### src/rtl/ysyx_23060025_mdu_pkg.sv
`default_nettype none
// ============================================================================
// Module      : ysyx_23060025_mdu_pkg
// Description : Shared definitions for the multi-cycle multiply/divide unit:
//               funct3 op codes, FSM state encodings and an op-class decoder.
// Revision    : 1.0 - initial release
// ============================================================================
package ysyx_23060025_mdu_pkg;

    // RISC-V funct3 codes of the M extension
    localparam logic [2:0] MDU_OP_MUL    = 3'd0;
    localparam logic [2:0] MDU_OP_MULH   = 3'd1;
    localparam logic [2:0] MDU_OP_MULHSU = 3'd2;
    localparam logic [2:0] MDU_OP_MULHU  = 3'd3;
    localparam logic [2:0] MDU_OP_DIV    = 3'd4;
    localparam logic [2:0] MDU_OP_DIVU   = 3'd5;
    localparam logic [2:0] MDU_OP_REM    = 3'd6;
    localparam logic [2:0] MDU_OP_REMU   = 3'd7;

    // FSM state encodings
    localparam logic [1:0] MDU_IDLE = 2'd0;
    localparam logic [1:0] MDU_CALC = 2'd1;
    localparam logic [1:0] MDU_DONE = 2'd2;

    typedef struct packed {
        logic is_div;
        logic is_signed_src1;
        logic is_signed_src2;
        logic want_high_rem;   // multiply: high half; divide: remainder
    } mdu_cls_t;

    function automatic mdu_cls_t mdu_decode(input logic [2:0] op);
        mdu_cls_t c;
        c.is_div = op[2];
        if (op[2]) begin
            // DIV/REM signed, DIVU/REMU unsigned
            c.is_signed_src1 = ~op[0];
            c.is_signed_src2 = ~op[0];
            c.want_high_rem  = op[1];
        end else begin
            // MUL low half is extension-agnostic; treat it as signed x signed
            c.is_signed_src1 = (op != MDU_OP_MULHU);
            c.is_signed_src2 = ~op[1];
            c.want_high_rem  = (op != MDU_OP_MUL);
        end
        return c;
    endfunction

endpackage
`default_nettype wire

### src/rtl/ysyx_23060025_mdu_div_core.sv
`default_nettype none
// ============================================================================
// Module      : ysyx_23060025_mdu_div_core
// Description : Magnitude restoring divider, one quotient bit per step.
//               Ports: clk, rst; i_load (capture dividend/divisor, clear
//               remainder); i_step (perform one iteration); o_quo_nxt and
//               o_rem_nxt present the values the current step will produce,
//               so the caller can capture the final result on the last step.
// Revision    : 1.0 - initial release
// ============================================================================
module ysyx_23060025_mdu_div_core
    import ysyx_23060025_mdu_pkg::*;
#(
    parameter int DATA_LEN = 32
) (
    input  logic                clk,
    input  logic                rst,
    input  logic                i_load,
    input  logic                i_step,
    input  logic [DATA_LEN-1:0] i_dividend,
    input  logic [DATA_LEN-1:0] i_divisor,
    output logic [DATA_LEN-1:0] o_quo_nxt,
    output logic [DATA_LEN-1:0] o_rem_nxt
);

    logic [DATA_LEN-1:0] r_rem_q, w_rem_d;
    logic [DATA_LEN-1:0] r_quo_q, w_quo_d;
    logic [DATA_LEN-1:0] r_dvs_q, w_dvs_d;
    logic [DATA_LEN:0]   w_shift;
    logic [DATA_LEN:0]   w_diff;
    logic                w_ge;

    // Partial remainder shifted left with the next dividend bit; it never
    // exceeds 2*divisor-1, so the borrow bit of the subtraction is exactly
    // "shifted < divisor".
    assign w_shift   = {r_rem_q, r_quo_q[DATA_LEN-1]};
    assign w_diff    = w_shift - {1'b0, r_dvs_q};
    assign w_ge      = ~w_diff[DATA_LEN];
    assign o_rem_nxt = w_ge ? w_diff[DATA_LEN-1:0] : w_shift[DATA_LEN-1:0];
    assign o_quo_nxt = {r_quo_q[DATA_LEN-2:0], w_ge};

    always_comb begin
        w_rem_d = r_rem_q;
        w_quo_d = r_quo_q;
        w_dvs_d = r_dvs_q;
        if (i_load) begin
            w_rem_d = '0;
            w_quo_d = i_dividend;
            w_dvs_d = i_divisor;
        end else if (i_step) begin
            w_rem_d = o_rem_nxt;
            w_quo_d = o_quo_nxt;
        end
    end

    always_ff @(posedge clk) begin
        if (rst) begin
            r_rem_q <= '0;
            r_quo_q <= '0;
            r_dvs_q <= '0;
        end else begin
            r_rem_q <= w_rem_d;
            r_quo_q <= w_quo_d;
            r_dvs_q <= w_dvs_d;
        end
    end

endmodule
`default_nettype wire

### src/rtl/ysyx_23060025_mdu.sv
`default_nettype none
// ============================================================================
// Module      : ysyx_23060025_mdu
// Description : Multi-cycle RV32M multiply/divide unit with valid/ready
//               handshakes. Owns the FSM, sign handling, divide special
//               cases, the multiply path and the output register.
//               Ports: clk, rst (sync, active high); in_valid/in_ready, op,
//               src1, src2 (request); flush (abort); out_valid/out_ready,
//               result (response).
//               Optional macro YSYX_23060025_MDU_FAST_MUL_EN: single-cycle
//               combinational multiply instead of the iterative shift-add.
// Revision    : 1.0 - initial release
// ============================================================================
module ysyx_23060025_mdu
    import ysyx_23060025_mdu_pkg::*;
#(
    parameter int DATA_LEN = 32,
    parameter int CNT_W    = $clog2(DATA_LEN) + 1
) (
    input  logic                clk,
    input  logic                rst,
    input  logic                in_valid,
    output logic                in_ready,
    input  logic [2:0]          op,
    input  logic [DATA_LEN-1:0] src1,
    input  logic [DATA_LEN-1:0] src2,
    input  logic                flush,
    output logic                out_valid,
    input  logic                out_ready,
    output logic [DATA_LEN-1:0] result
);

    localparam int                  W      = 2*DATA_LEN + 2;
    localparam logic [DATA_LEN-1:0] C_MIN  = {1'b1, {(DATA_LEN-1){1'b0}}};
    localparam logic [CNT_W-1:0]    C_LAST = CNT_W'(DATA_LEN-1);

    logic [1:0]          r_state_q, w_state_d;
    logic [CNT_W-1:0]    r_cnt_q, w_cnt_d;
    logic                r_is_div_q, w_is_div_d;
    logic                r_want_q, w_want_d;
    logic                r_neg_quo_q, w_neg_quo_d;
    logic                r_neg_rem_q, w_neg_rem_d;
    logic [DATA_LEN-1:0] r_result_q, w_result_d;

    mdu_cls_t            w_cls;
    logic                w_accept;
    logic                w_last;
    logic [DATA_LEN:0]   w_a_ext, w_b_ext;
    logic                w_s1_neg, w_s2_neg;
    logic [DATA_LEN-1:0] w_mag1, w_mag2;
    logic                w_div_load, w_div_step;
    logic [DATA_LEN-1:0] w_quo_nxt, w_rem_nxt, w_div_res;

    assign w_cls     = mdu_decode(op);
    assign in_ready  = (r_state_q == MDU_IDLE);
    assign out_valid = (r_state_q == MDU_DONE);
    assign result    = r_result_q;
    assign w_accept  = in_valid & in_ready & ~flush;
    assign w_last    = (r_cnt_q == C_LAST);

    assign w_a_ext  = {w_cls.is_signed_src1 & src1[DATA_LEN-1], src1};
    assign w_b_ext  = {w_cls.is_signed_src2 & src2[DATA_LEN-1], src2};

    // Divide works on magnitudes; -MIN wraps to MIN, which is the correct
    // unsigned magnitude 2^(DATA_LEN-1).
    assign w_s1_neg = w_cls.is_signed_src1 & src1[DATA_LEN-1];
    assign w_s2_neg = w_cls.is_signed_src2 & src2[DATA_LEN-1];
    assign w_mag1   = w_s1_neg ? -src1 : src1;
    assign w_mag2   = w_s2_neg ? -src2 : src2;

    ysyx_23060025_mdu_div_core #(
        .DATA_LEN (DATA_LEN)
    ) u_div_core (
        .clk        (clk),
        .rst        (rst),
        .i_load     (w_div_load),
        .i_step     (w_div_step),
        .i_dividend (w_mag1),
        .i_divisor  (w_mag2),
        .o_quo_nxt  (w_quo_nxt),
        .o_rem_nxt  (w_rem_nxt)
    );

    assign w_div_res = r_want_q ? (r_neg_rem_q ? -w_rem_nxt : w_rem_nxt)
                                : (r_neg_quo_q ? -w_quo_nxt : w_quo_nxt);

`ifdef YSYX_23060025_MDU_FAST_MUL_EN
    // Both operands sign-extended to the full product width; the modular
    // W-bit product equals the signed (DATA_LEN+1)x(DATA_LEN+1) product.
    logic [W-1:0]        w_prod;
    logic [DATA_LEN-1:0] w_fast_res;
    assign w_prod     = {{(DATA_LEN+1){w_a_ext[DATA_LEN]}}, w_a_ext}
                      * {{(DATA_LEN+1){w_b_ext[DATA_LEN]}}, w_b_ext};
    assign w_fast_res = w_cls.want_high_rem ? w_prod[2*DATA_LEN-1:DATA_LEN]
                                            : w_prod[DATA_LEN-1:0];
`else
    // Shift-add over the low DATA_LEN multiplier bits. The multiplier's
    // extension bit carries weight -2^DATA_LEN, so on the last step the
    // multiplicand (then a<<(DATA_LEN-1)) is subtracted once more, doubled.
    logic [W-1:0]        r_acc_q, w_acc_d, r_mcand_q, w_mcand_d, w_acc_nxt;
    logic [DATA_LEN-1:0] r_mplier_q, w_mplier_d, w_mul_res;
    logic                r_bsign_q, w_bsign_d;
    assign w_acc_nxt = r_acc_q + (r_mplier_q[0] ? r_mcand_q : '0)
                     - ((w_last && r_bsign_q) ? (r_mcand_q << 1) : '0);
    assign w_mul_res = r_want_q ? w_acc_nxt[2*DATA_LEN-1:DATA_LEN]
                                : w_acc_nxt[DATA_LEN-1:0];
`endif

    always_comb begin
        w_state_d   = r_state_q;
        w_cnt_d     = r_cnt_q;
        w_is_div_d  = r_is_div_q;
        w_want_d    = r_want_q;
        w_neg_quo_d = r_neg_quo_q;
        w_neg_rem_d = r_neg_rem_q;
        w_result_d  = r_result_q;
        w_div_load  = 1'b0;
        w_div_step  = 1'b0;
`ifndef YSYX_23060025_MDU_FAST_MUL_EN
        w_acc_d     = r_acc_q;
        w_mcand_d   = r_mcand_q;
        w_mplier_d  = r_mplier_q;
        w_bsign_d   = r_bsign_q;
`endif
        case (r_state_q)
            MDU_IDLE: begin
                if (w_accept) begin
                    w_cnt_d    = '0;
                    w_is_div_d = w_cls.is_div;
                    w_want_d   = w_cls.want_high_rem;
                    if (w_cls.is_div) begin
                        if (src2 == '0) begin
                            w_result_d = w_cls.want_high_rem ? src1 : '1;
                            w_state_d  = MDU_DONE;
                        end else if (w_cls.is_signed_src1 && src1 == C_MIN && src2 == '1) begin
                            w_result_d = w_cls.want_high_rem ? '0 : C_MIN;
                            w_state_d  = MDU_DONE;
                        end else begin
                            w_div_load  = 1'b1;
                            w_neg_quo_d = w_s1_neg ^ w_s2_neg;
                            w_neg_rem_d = w_s1_neg;
                            w_state_d   = MDU_CALC;
                        end
                    end else begin
`ifdef YSYX_23060025_MDU_FAST_MUL_EN
                        w_result_d = w_fast_res;
                        w_state_d  = MDU_DONE;
`else
                        w_acc_d    = '0;
                        w_mcand_d  = {{(DATA_LEN+1){w_a_ext[DATA_LEN]}}, w_a_ext};
                        w_mplier_d = w_b_ext[DATA_LEN-1:0];
                        w_bsign_d  = w_b_ext[DATA_LEN];
                        w_state_d  = MDU_CALC;
`endif
                    end
                end
            end
            MDU_CALC: begin
                w_cnt_d = r_cnt_q + CNT_W'(1);
                if (r_is_div_q) begin
                    w_div_step = 1'b1;
                end
`ifndef YSYX_23060025_MDU_FAST_MUL_EN
                else begin
                    w_acc_d    = w_acc_nxt;
                    w_mcand_d  = r_mcand_q << 1;
                    w_mplier_d = r_mplier_q >> 1;
                end
`endif
                if (w_last) begin
                    w_state_d = MDU_DONE;
`ifdef YSYX_23060025_MDU_FAST_MUL_EN
                    w_result_d = r_is_div_q ? w_div_res : '0;
`else
                    w_result_d = r_is_div_q ? w_div_res : w_mul_res;
`endif
                end
            end
            MDU_DONE: begin
                if (out_ready) begin
                    w_state_d = MDU_IDLE;
                end
            end
            default: w_state_d = MDU_IDLE;
        endcase
        if (flush) begin
            w_state_d = MDU_IDLE;
        end
    end

    always_ff @(posedge clk) begin
        if (rst) begin
            r_state_q   <= MDU_IDLE;
            r_cnt_q     <= '0;
            r_is_div_q  <= 1'b0;
            r_want_q    <= 1'b0;
            r_neg_quo_q <= 1'b0;
            r_neg_rem_q <= 1'b0;
            r_result_q  <= '0;
        end else begin
            r_state_q   <= w_state_d;
            r_cnt_q     <= w_cnt_d;
            r_is_div_q  <= w_is_div_d;
            r_want_q    <= w_want_d;
            r_neg_quo_q <= w_neg_quo_d;
            r_neg_rem_q <= w_neg_rem_d;
            r_result_q  <= w_result_d;
        end
    end

`ifndef YSYX_23060025_MDU_FAST_MUL_EN
    always_ff @(posedge clk) begin
        if (rst) begin
            r_acc_q    <= '0;
            r_mcand_q  <= '0;
            r_mplier_q <= '0;
            r_bsign_q  <= 1'b0;
        end else begin
            r_acc_q    <= w_acc_d;
            r_mcand_q  <= w_mcand_d;
            r_mplier_q <= w_mplier_d;
            r_bsign_q  <= w_bsign_d;
        end
    end
`endif

endmodule
`default_nettype wire
### config.mk
export PLATFORM = sky130hd
export DESIGN_NAME = ysyx_23060025_mdu
export DESIGN_NICKNAME = d
export VERILOG_FILES = /design/src/rtl/ysyx_23060025_mdu_pkg.sv /design/src/rtl/ysyx_23060025_mdu_div_core.sv /design/src/rtl/ysyx_23060025_mdu.sv
export SDC_FILE = /design/constraint.sdc
export NUM_CORES = 1
export LEC_CHECK = 0
export CAP_MARGIN = 15
export CORE_AREA = 2 2 214 216
export DETAILED_ROUTE_END_ITERATION = 8
export DIE_AREA = 0 0 216 218
export MAX_ROUTING_LAYER = met4
export PLACE_DENSITY = 0.85
export SKIP_CTS_REPAIR_TIMING = 1
export SYNTH_ARGS = -nofsm -noshare
export SYNTH_HDL_FRONTEND = slang
export SYNTH_HIERARCHICAL = 1
export SYNTH_SLANG_ARGS = --single-unit
### constraint.sdc
create_clock -name clk -period 14.32 [get_ports clk]
set_input_delay 4.296 -clock clk [delete_from_list [all_inputs] [get_ports clk]]
set_output_delay 4.296 -clock clk [all_outputs]
set_load 0.01 [all_outputs]
==> impl_metrics.yaml, run 1 <==
floorplan:
  io_pins: 106
  start_util: 0.544
  rows: 78
  die_w_um: 216
  die_h_um: 218
  core_area_um2: 44900
  fp.dieArea_um2: 47100
layout:
  area_growth_pct: 9.22
  instances_no_fill: 3856
  fin_nets: 3469
  drive_above_1_share: 0.0449
  design_area_um2: 26700
yosys:
  postSynthCellCount: 3294
  synth-seq-cells: 301
  syn_area_um2: 24400
  syn_area_per_cell_um2: 7.42
  ys.flop_type: "dfxtp_1"
  synth_common_cells: "404 x nor2_1, 386 x nand2_1, 301 x dfxtp_1"
  netlist-cell-type-count: 85
  synth_edf_count: 0
  yosysWarnings: 6
  async_flop_share: 0
  ys_seq_area_frac: 0.247
  synth_top_area_share: 0.247
  synth_top_area_cell: "dfxtp_1"
  yosys-top-cells-area: "dfxtp_1 25%, nor2_1 6.2%, nand2_1 5.9%, ha_1 5.2%, fa_1 5.2%"
  synth_most_common_cell: "nor2_1"
  mappedNetlistNets: 3530
setup_path:
  critPathKind: "in -> reg"
  cp-end-kind: "flop"
  worstPathArrival_ns: 8.32
  required_ns: 14.81
  path_max_fanout: 66
  startpoint_type: "input port"
clock_tree:
  clockBufferDepth: 3
  cts_tree: "built"
  numCtsBuffers: 37
  h-tree-depth: 2
  clock-sinks: 301
  clk_latency_ns: 0.56
  clkTransAtPathRegs_ns: 0.05
  clockRootBuffer: "clkbuf_16"
timing:
  max-slew-margin-rel: 0.251
  worst_pin_slew_ns: 1.12
  rsz0062_at_grt: "false"
  hold_viol_final: 0
  fin_skew_ns: 0.0182
  setup_viol: 0
  setup_tns_ns: 0
  period_needed_ns: 7.82
  max_freq_mhz: 128
  finalCritPeriodShare: 0.546
  drv_slew: 0
pwr:
  power_density_nw_per_um2: 141
  irDropWorstVdd_uv: 115
  total_power_mw: 3.75
  leakage_nw: 10.6
run_status:
  status: "completed"
place:
  port_buffers: 105
  place_hpwl_um: 60300
  dpl_cell_area_um2: 25500
  dp_cells: 3794
  gp_congestion: 1.06
grt:
  antenna_found_initial: 1
  grt_pass1_wl_um: 127000
  grtUsageTotal: 0.348
  grt_max_degree: 84
  overflow: 0
  grt_pass1_vias: 22354
detailed_routing:
  vias: 24508
  drt_wl_total_um: 81800
  dr.pass1.iters: 6
  routed_via_density: 6.36
  route.detailed.drc: 0
  wl_per_cell_um: 21.2
  drtIter0Drc: 3221
  ant_nets: 0
hold_path:
  hp-class: "reg -> reg"
job:
  cap_violations: 0
## cell type report
class / instances / area (um2)
fillers: 3996 / 18200
multi-input cells: 2499 / 16500
flip-flops and latches: 301 / 6030
repair buffers: 132 / 1250
clock buffers: 52 / 1070
inverters: 262 / 983
well taps: 600 / 751
clock inverters: 9 / 126
diodes: 1 / 2.50
## layer usage
| layer | up-vias | share of wire | global-route usage |
|---|---|---|---|
| li1 | 11318 | - | - |
| met1 | 11453 | 0.40 | 0.445 |
| met2 | 1453 | 0.43 | 0.518 |
| met3 | 284 | 0.11 | 0.0767 |
| met4 | 0 | 0.057 | 0.173 |
| met5 | - | 0 | - |
## through the flow
| stage | util | setup slack [ns] | hold WS, ns |
|---|---|---|---|
| 5_1_grt | 0.595 | 6.31 | 0.464 |
| 3_3_place_gp | 0.568 | 6.12 | 0.430 |
| 4_1_cts | 0.594 | 6.60 | 0.439 |
| 6_report | 0.595 | 6.50 | 0.440 |
| 3_5_place_dp | 0.568 | 6.04 | 0.431 |
| 2_1_floorplan | - | 6.97 | 0.416 |
## worst max-delay path, cell delays in order
cell and delay (ns):
clkdlybuf4s50_1 0.53, or4_4 0.59, or3_4 0.35, or4_4 0.57, nor3_4 0.34, nor2_1 0.12
o22ai_4 0.10, buf_4 0.58, nor2_1 0.08, nor2_1 0.17, or4b_1 0.45, nand3_1 0.09
## worst paths after layout
path,from,end,slack [ns],cells past startpoint
hold reg to reg,r_acc_q[60],r_acc_q[60],0.44,2
setup / recovery,src2[10],result[29],6.50,12
setup reg to reg,r_cnt_q[0],result[18],7.52,20
hold / removal,r_acc_q[60],r_acc_q[60],0.44,2
## cells in the final DEF, fill, tap and decap left out, drive strengths merged, types with 11 or more instances in the layout
cell type      synthesis  final
a211oi                21     21
a21boi                11     11
a21o                  37     37
a21oi                214    214
a221oi                43     43
a22o                  27     27
a22oi                 18     18
a311oi                64     64
a31oi                 28     28
and2                  77     77
and3                  16     16
buf                   65     28
clkbuf               167     52
clkdlybuf4s50          0    104
dfxtp                301    301
fa                    63     63
ha                   101    101
inv                  262    262
mux2                  22     22
mux2i                 73     73
nand2                386    386
nand2b                27     27
nand3                 67     67
nand4                 41     41
nor2                 404    404
nor2b                 12     12
nor3                  36     36
nor4                  11     11
o211ai                32     32
o21a                  41     41
o21ai                206    206
o21bai                20     20
o31ai                 37     37
o41ai                 22     22
or2                   14     14
or3                   19     19
or4                   22     22
xnor2                135    135
xor2                  70     70
## registers in the layout (all words and copies together), names as in the netlist
signal	count
r_acc_q	64
r_mcand_q	64
r_mplier_q	32
result	32
u_div_core/r_dvs_q	32
u_div_core/r_quo_q	32
u_div_core/r_rem_q	32
r_cnt_q	6
r_state_q	2
r_bsign_q	1
r_is_div_q	1
r_neg_quo_q	1
r_neg_rem_q	1
r_want_q	1
## kinds of logic (layout without fill, tap and decap cells)
| kind of cell | count (synthesis) | count (layout) | synth area share |
|---|---|---|---|
| simple gates | 1158 | 1158 | 0.216 |
| compound gates | 877 | 877 | 0.238 |
| buf+inv | 494 | 455 | 0.0827 |
| flops | 301 | 301 | 0.247 |
| xor+xnor | 205 | 205 | 0.0735 |
| fa+ha+maj | 164 | 164 | 0.103 |
| mux | 95 | 95 | 0.0402 |
| other cells | 0 | 1 | 0 |
## power by group
| part | switching (mW) | total [mW] | internal [mW] |
|---|---|---|---|
| Clock | 0.386 | 0.958 | 0.572 |
| Combinational | 1.24 | 1.88 | 0.643 |
| Sequential | 0.0333 | 0.913 | 0.880 |
(Power assumes the default switching activity.)
==> inputs of run 2 (changes only) <==
--- a/config.mk
+++ b/config.mk
@@ -10,7 +10,7 @@
 export DETAILED_ROUTE_END_ITERATION = 8
 export DIE_AREA = 0 0 216 218
 export MAX_ROUTING_LAYER = met4
-export PLACE_DENSITY = 0.85
+export PLACE_DENSITY = 0.88
 export SKIP_CTS_REPAIR_TIMING = 1
 export SYNTH_ARGS = -nofsm -noshare
 export SYNTH_HDL_FRONTEND = slang
==> constraint.sdc (replaced) <==
create_clock -name clk -period 6.5 [get_ports clk]
set_input_delay 1.95 -clock clk [delete_from_list [all_inputs] [get_ports clk]]
set_output_delay 1.95 -clock clk [all_outputs]
set_load 0.01 [all_outputs]
==> run 2 against run 1 <==
Net effect: non-clock buffer count up 18; sequential share of layout area down 0.086 points; largest cell class unchanged; worst setup slack worse by 6.0 ns; combinational power up 120%; wire length up 2.1%; critical endpoint unchanged; highest routed layer unchanged; hold slack better by 0.016 ns; power up 120%; register-to-register slack worse by 7.0 ns; global-route usage up 0.94 points; clock skew up 0.014 ns; final cell count up 0.52%.
==> impl_metrics.yaml, run 2 (same netlist as run 1, synthesis figures left out) <==
grt:
  grtUsageMet3: 0.0757
  antenna_found_initial: 3
  overflow: 0
  grt_max_degree: 105
  grt_pass1_vias: 22875
  use_met1: 0.447
  grtUsageMet2: 0.552
  grt_pass1_wl_um: 129000
  busiest_layer: "met2"
  grtUsageTotal: 0.357
detailed_routing:
  routed_via_density: 6.37
  dr.pass1.iters: 6
  vias: 24675
  wl_per_cell_um: 21.6
  ant_nets: 0
  drtIter0Drc: 3321
  route.detailed.drc: 0
  drt_wl_total_um: 83600
setup_path:
  startpoint_type: "flop"
  required_ns: 6.98
  cp-end-kind: "flop"
  critPathKind: "reg -> reg"
  path_max_fanout: 19
  worstPathArrival_ns: 6.47
  rrSetupSlack_ns: 0.51
floorplan:
  die_h_um: 218
  rows: 78
  start_util: 0.544
  core_area_um2: 44900
  fp.dieArea_um2: 47100
  die_w_um: 216
  io_pins: 106
hold_path:
  hp-class: "reg -> reg"
pwr:
  irDropWorstVdd_uv: 224
  leakage_nw: 10.7
  power_density_nw_per_um2: 307
layout:
  final.fill_count: 4071
  fin_nets: 3486
  utilization: 0.597
  drive_above_1_share: 0.0501
  seq_area_um2: 6030
  reg_top3: "r_acc_q: 64 flops, r_mcand_q: 64 flops"
  area_growth_pct: 9.64
  multi_input_area_um2: 16500
  final_cell_mix: "397 x nor2_1, 385 x nand2_1, 299 x dfxtp_1"
  layout_commonest_cell: "nor2_1"
  instances_no_fill: 3876
  design_area_um2: 26800
timing:
  fin_hold_ws_ns: 0.456
  hold_viol_final: 0
  rsz0062_at_grt: "false"
  max_freq_mhz: 167
  finalCritPeriodShare: 0.922
  fin_skew_ns: 0.0319
  max-slew-margin-rel: 0.227
  drv_slew: 0
  worst_pin_slew_ns: 1.16
  period_needed_ns: 5.99
  setup_tns_ns: 0
  setup_viol: 0
clock_tree:
  clock-sinks: 301
  clockBufferDepth: 3
  h-tree-depth: 2
  clockRootBuffer: "clkbuf_16"
  clkTransAtPathRegs_ns: 0.06
  numCtsBuffers: 36
  clk_latency_ns: 0.59
  cts_tree: "built"
job:
  cap_violations: 0
place:
  port_buffers: 105
  gp_congestion: 1.16
  place_hpwl_um: 62700
  dp_cells: 3812
  dpl_cell_area_um2: 25700
run_status:
  status: "completed"
==> run 2: changes by cell type in the layout (fill, tap and decap cells not counted), sizes merged <==
cell      before  now
diode          1    3
buf           28   46
inv          262  265
clkbuf        52   50
clkinvlp       1    2
bufinv         3    1
==> run 2: final timing paths <==
kind	depth (start not counted)	endpoint	start
worst min register to register	2	r_bsign_q	r_bsign_q
worst min-delay path	2	r_bsign_q	r_bsign_q
worst max-delay path	20	result[29]	u_div_core/r_quo_q[31]
worst max register to register	20	result[29]	u_div_core/r_quo_q[31]
==> run 2: power by group <==
| part | internal (mW) | switching, mW | total [mW] |
|---|---|---|---|
| Combinational | 1.46 | 2.74 | 4.20 |
| Clock | 1.14 | 0.860 | 2.00 |
| Sequential | 1.94 | 0.0872 | 2.03 |
| Total | 4.54 | 3.69 | 8.23 |
==> run 2: metal layers <==
metal | up-vias | share of wire
li1 | 11358 | -
met1 | 11640 | 0.40
met2 | 1402 | 0.44
met3 | 275 | 0.11
met4 | 0 | 0.056
met5 | - | 0
==> run 2: final cells by class <==
cell class / count / area share
Sequential cell: 301 / 0.225
Inverter: 262 / 0.0368
Multi-Input combinational cell: 2499 / 0.615
Antenna cell: 3 / 0.000280
Clock buffer: 50 / 0.0382
Timing Repair Buffer: 150 / 0.0533
Clock inverter: 11 / 0.00360
Tap cell: 600 / 0.0280
==> run 2: critical path: stages, from the launching register on <==
cell and delay [ns]:
dfxtp_1 0.37, inv_1 0.06, ha_1 0.21, fa_1 0.39, nand2b_1 0.17, a21oi_1 0.25
o211ai_1 0.19, nand2_1 0.14, a41oi_2 0.21, or2_2 0.50, inv_4 0.27, mux2_1 0.46
or4_1 0.57, nor3_1 0.39, nand4b_1 0.33, o41ai_1 0.45, xor2_1 0.30, o211ai_1 0.14
a221o_1 0.34, nand2_1 0.09, nand3_1 0.06
==> run 2: stage by stage <==
stage               setup slack (ns)  power [mW]
global placement               0.701        6.05
CTS                            0.382        8.07
finish                         0.507        8.23
floorplan                       1.49        4.82
global route                  0.0676        8.58
detailed placement             0.460        6.07
